==> src/rtl/rf_pkg.sv <==
// rf_pkg: clear-sequencer state type and default sizes
// shared by param_register_file and rf_clear_sequencer.
package rf_pkg;

    typedef enum logic {
        RF_SWEEP = 1'b0,
        RF_READY = 1'b1
    } rf_state_t;

    localparam int RF_DATA_W = 4;
    localparam int RF_ADDR_W = 2;

endpackage

==> src/rtl/rf_clear_sequencer.sv <==
// rf_clear_sequencer: SWEEP/READY state machine that zeroes every
// register entry after reset or on clear_req, one entry per edge.
module rf_clear_sequencer
    import rf_pkg::*;
#(
    parameter int ADDR_W = RF_ADDR_W
) (
    input  logic              clk,
    input  logic              rst,
    input  logic              clear_req,
    output logic              busy,
    output logic              clr_we,
    output logic [ADDR_W-1:0] clr_addr
);

    rf_state_t         state_q, state_d;
    logic [ADDR_W-1:0] idx_q, idx_d;

    always_comb begin
        state_d = state_q;
        idx_d   = idx_q;
        clr_we  = 1'b0;
        unique case (state_q)
            RF_SWEEP: begin
                // an edge with rst high only restarts the sweep
                clr_we = ~rst;
                if (idx_q == {ADDR_W{1'b1}}) begin
                    state_d = RF_READY;
                    idx_d   = '0;
                end else begin
                    idx_d = idx_q + 1'b1;
                end
            end
            RF_READY: begin
                if (clear_req) begin
                    state_d = RF_SWEEP;
                    idx_d   = '0;
                end
            end
            default: begin
                state_d = RF_SWEEP;
                idx_d   = '0;
            end
        endcase
    end

    always_ff @(posedge clk) begin
        if (rst) begin
            state_q <= RF_SWEEP;
            idx_q   <= '0;
        end else begin
            state_q <= state_d;
            idx_q   <= idx_d;
        end
    end

    assign busy     = (state_q == RF_SWEEP);
    assign clr_addr = idx_q;

endmodule

==> src/rtl/param_register_file.sv <==
// param_register_file: parametrised register file with clear sweep.
// Define REGFILE_BYPASS_EN for same-cycle write-to-read forwarding.
module param_register_file
    import rf_pkg::*;
#(
    parameter int DATA_W      = RF_DATA_W,
    parameter int ADDR_W      = RF_ADDR_W,
    parameter int NUM_RD      = 2,
    parameter int HARDWIRE_R0 = 0
) (
    input  logic                     clk,
    input  logic                     rst,
    input  logic                     reg_write,
    input  logic [ADDR_W-1:0]        write_reg,
    input  logic [DATA_W-1:0]        write_data,
    input  logic [NUM_RD*ADDR_W-1:0] read_reg,
    output logic [NUM_RD*DATA_W-1:0] read_data,
    input  logic                     clear_req,
    output logic                     busy
);

    localparam int DEPTH = 1 << ADDR_W;

    logic [DATA_W-1:0] regs_q [DEPTH];
    logic [DATA_W-1:0] regs_d [DEPTH];
    logic              clr_we;
    logic [ADDR_W-1:0] clr_addr;
    logic              wr_en;

    rf_clear_sequencer #(
        .ADDR_W(ADDR_W)
    ) u_seq (
        .clk      (clk),
        .rst      (rst),
        .clear_req(clear_req),
        .busy     (busy),
        .clr_we   (clr_we),
        .clr_addr (clr_addr)
    );

    // clear wins over a simultaneous write; r0 writes vanish when hardwired
    always_comb begin
        wr_en = reg_write & ~busy & ~clear_req & ~rst;
        if ((HARDWIRE_R0 != 0) && (write_reg == '0)) begin
            wr_en = 1'b0;
        end
    end

    always_comb begin
        for (int i = 0; i < DEPTH; i++) begin
            regs_d[i] = regs_q[i];
        end
        if (clr_we) begin
            regs_d[clr_addr] = '0;
        end else if (wr_en) begin
            regs_d[write_reg] = write_data;
        end
    end

    always_ff @(posedge clk) begin
        for (int i = 0; i < DEPTH; i++) begin
            regs_q[i] <= regs_d[i];
        end
    end

    for (genvar k = 0; k < NUM_RD; k++) begin : g_rd
        logic [ADDR_W-1:0] addr;
        logic [DATA_W-1:0] val;

        assign addr = read_reg[k*ADDR_W +: ADDR_W];

        always_comb begin
            val = regs_q[addr];
`ifdef REGFILE_BYPASS_EN
            if (wr_en && (addr == write_reg)) begin
                val = write_data;
            end
`endif
            if ((HARDWIRE_R0 != 0) && (addr == '0)) begin
                val = '0;
            end
            if (busy) begin
                val = '0;
            end
        end

        assign read_data[k*DATA_W +: DATA_W] = val;
    end

endmodule

==> config.mk <==
export PLATFORM = sky130hd
export DESIGN_NAME = param_register_file
export DESIGN_NICKNAME = d
export VERILOG_FILES = /design/src/rtl/rf_pkg.sv /design/src/rtl/rf_clear_sequencer.sv /design/src/rtl/param_register_file.sv
export SDC_FILE = /design/constraint.sdc
export NUM_CORES = 1
export LEC_CHECK = 0
export BUFFER_PORTS_ARGS = -buffer_cell sky130_fd_sc_hd__buf_2
export CORE_MARGIN = 1.5
export CORE_UTILIZATION = 50
export CTS_CLUSTER_SIZE = 30
export DETAILED_ROUTE_END_ITERATION = 10
export PLACE_DENSITY_LB_ADDON = 0.05
export SLEW_MARGIN = 40
export SYNTH_ARGS = -nofsm -noshare
export SYNTH_HDL_FRONTEND = slang
export SYNTH_HIERARCHICAL = 1
export SYNTH_SLANG_ARGS = --single-unit
==> constraint.sdc <==
create_clock -name clk -period 3.9 [get_ports clk]
set_clock_uncertainty 0.1 [all_clocks]
set_input_delay 0.78 -clock clk [delete_from_list [all_inputs] [get_ports clk]]
set_output_delay 0.78 -clock clk [all_outputs]
set_load 0.01 [all_outputs]
==> summary by stage <==
STA
Setup repair after global routing left no endpoint under its margin. The number of slew-limit violations in the final report came to 0. Across all hold checks on the routed design, the worst slack comes to ~0.48 ns.

The headroom to the max-slew limit is 71.7%. Setup violations remaining at the end of the flow were counted as 0. The transition at the pin with the smallest max-transition slack is 0.423 ns.

Derived from the worst setup path, the maximum achievable clock frequency is 381 MHz. The setup TNS after final layout is 0 ns. The hold violation count in the final report is 0. Dividing the final minimum period by the clock period gives 67.3%. The worst path needs 2.62 ns of the cycle, external delays included.

Hold path
The hold path startpoint is u_seq/state_q. The class of the tightest hold or removal check is flip-flop to flip-flop.

Run status
The flow ran to the end, and the final reports show no timing, DRC or antenna violations.

Logic synthesis
The mapped cell area is 1150 um2. The synthesis warning total is 6. Synthesis produced a netlist with a net count of between 100 and 150. The per-instance average area after synthesis is 11.5 um2.

The share of the Yosys chip area taken by registers is roughly 47%. After Yosys synthesis, and, or, nand and nor cells account for 20.7% of the synthesized area. The number of unique standard cell types used by synthesis is 21. The flip-flop and latch count after synthesis is 19. The synthesized netlist devotes 1.09% of its cell area to adder and majority cells.

Measured against the total synthesized area, the mux share comes to 16.3%. The area share of xor/xnor cells in the synthesized design is 0%. The dominant combinational cell family by area after synthesis is simple AND/OR/NAND/NOR gates. The biggest area consumer among synthesized cells is edfxtp_1.

The area fraction in compound gates after synthesis is 13.4%. After synthesis, the cell types taking the most area are edfxtp_1 42%, mux4_2 12%, o22ai_1 8.7%, nand2_1 5.5%, nor2b_1 5.4%. The share of synthesized area in the top cell type comes to a little over two fifths. In the synthesized netlist, the number of instances is 100.

Worst setup path
The worst-path cell with the longest stage delay is mux4_1. The delay contributed by the slowest stage of the critical path is approximately 0.54 ns. Counting both buffers and inverters, the worst setup path holds a total of 2. Walking the worst path, the cells encountered are buf_2 -> mux4_1 -> nor2b_1 -> buf_2. STA classifies the critical path endpoint as an output pin.

The category of cells accounting for the largest share of critical-path delay is multiplexers. Among the stages of the critical path, the cell type that occurs most often is buf_2. The launch point of the worst reg-to-reg path is u_seq/state_q. In this run the worst path has a maximum fanout of 4. The signal arrival time at the worst endpoint is about 1.7 ns. STA puts the critical path data required time at 3.02 ns. The critical path is of the primary input to output pin type. In this run the worst setup path begins at read_reg[2]. The category of the worst setup path launch point is a primary input.

Layout
The top cell types in the final layout, fill and taps aside, are 22 x buf_2, 17 x nand2_1, 16 x o22ai_1, 16 x edfxtp_1, 10 x nor2b_1. The number of antenna repair diodes is 0. Excluding fillers, the count of instances in the completed layout stands at 153. After the last flow step, the layout net total stands at 141.

Summing all non-filler instances in the final layout gives an area of 1320 um2. The signed area change from the synthesized netlist to the final layout is 14.9%. The most common cell after layout, fill and taps aside is buf_2.

The fraction of final layout cells sized beyond drive strength 1 is 31.2%.

Routing
The violation count after the first detailed-routing iteration is 23. The DRC violation count after routing is 0. After detailed routing, the average wire length per cell comes to 16.2 um. For this block, the via count after detailed routing is 908. Using the TritonRoute via totals, the vias-per-cell ratio works out to 5.93. The total length of routed wires is approximately 2500 um.

The count of nets left with antenna violations once routing finished came out at 0. The first detailed-routing pass ran for 4 iterations.

Clock network
Clock-pin slew was measured on the worst setup and hold paths at around 0.10 ns. The CTS sink count is 19. The maximum level of the CTS H-tree is 1.

The root buffer selected by CTS is clkbuf_4. In this run, post-CTS repair resized a total of 0 instances. The worst-case clock buffer depth is 2.

TritonCTS created 3 clock buffers. Buffers inserted to repair hold after CTS numbered 0. Clock latency on the worst-skew pair, taken at its later pin, is ~0.28 ns. TritonCTS built the clock tree. Post-CTS timing repair inserted 0 buffers for setup.

GRT
The number of antenna violations at the first check in global routing is 0. The number of global-route vias before repair is slightly below 900. The final global-route overflow total is 0.

Entering global routing, the biggest net connects 25 pins. The global-route wire length before repair is 4150 um. The overall track demand over capacity in global routing is ~22%.

Power
IR analysis of the VDD net gives a maximum drop of 0.000245 V. Dividing total power by cell area gives a power density of ~340 nW/um2. Summed over all cells, the static leakage comes to 0.508 nW. The completed layout was analyzed and its total power is 0.454 mW.

Floorplanning
23 I/O pins were placed. The floorplan die area is between 2000 and 3000 um2. The floorplan step defined a core boundary enclosing about 2200 um2.

The die boundary width is ~51 um. The y dimension of the die is 51.0 um. The floorplan has 17 rows.

The initial standard-cell utilization of the core is 52.6%.

Flow run
Max-cap violations in this run came to 0.

Placed design
After detailed placement, the total cell area comes to ~1300 um2. Detailed placement finished with a half-perimeter wire length of 1950 um. Once placement completed, the tool counted placed cells totaling 149. The placer's final routability congestion estimate is 0.767. The number of port buffers is 22.
## state kept, by name, summed over array words and instances (netlist names)
register	flops
u_seq/state_q	1
u_seq/clr_addr	2
regs_q	16
## final timing paths
path                        to  slack, ns  depth (start not counted)
max               read_data[4]       1.28                          4
min          u_seq/clr_addr[1]       0.48                          2
max reg2reg       regs_q[0][1]       2.16                          3
min reg2reg  u_seq/clr_addr[1]       0.48                          2
## per-stage QoR
step	util (%)	setup slack (ns)
2_1_floorplan	-	1.57
3_3_place_gp	59.2	1.27
3_5_place_dp	59.2	1.27
4_1_cts	60.4	1.27
5_1_grt	60.4	1.18
6_report	60.4	1.28
## cell usage after synthesis, drive strengths merged
cell type	n
a31o	4
nor2	2
nand2	17
o21ai	1
nand3b	1
ha	1
or2	1
and2	1
dfxtp	3
clkbuf	2
nand2b	9
mux4	8
a21oi	2
nor4b	1
edfxtp	16
nor2b	10
o22ai	16
inv	3
or3	1
or2b	1
## cell type report
| type | instances | area (um2) |
|---|---|---|
| clock buffer | 4 | 26.3 |
| fill | 200 | 867 |
| timing repair buffer | 23 | 118 |
| multi-input combinational | 76 | 593 |
| inverter | 3 | 11.3 |
| tap | 28 | 35.0 |
| sequential | 19 | 541 |
## cell families after synthesis
logic type / count (synthesis)
DFF: 19
muxes: 8
and+or+nand+nor: 44
AOI/OAI and AO/OA: 23
buffers and inverters: 5
adders and majority gates: 1
## where the power goes
group          internal, mW  switching (mW)  leakage, nW
logic                0.0495          0.0462        0.306
clock network        0.0397          0.0548       0.0150
registers             0.245          0.0187        0.188
## layer usage
metal  up-vias  share of wire (%)  global-route usage (%)
met5         -                  0                       0
li1        441                  -                       -
met3         6                6.3                    3.51
met2        32                 49                    35.3
met1       429                 43                    30.9
met4         0                2.0                    6.76
## tightest hold or removal path: cells and delay by family (launching register included)
family,cells,cell delay [ns]
AND/OR/NAND/NOR,1,0.10
flip-flops,1,0.37
AO/OA/AOI/OAI,1,0.06
Note: power is estimated with default switching activity, not from simulation.
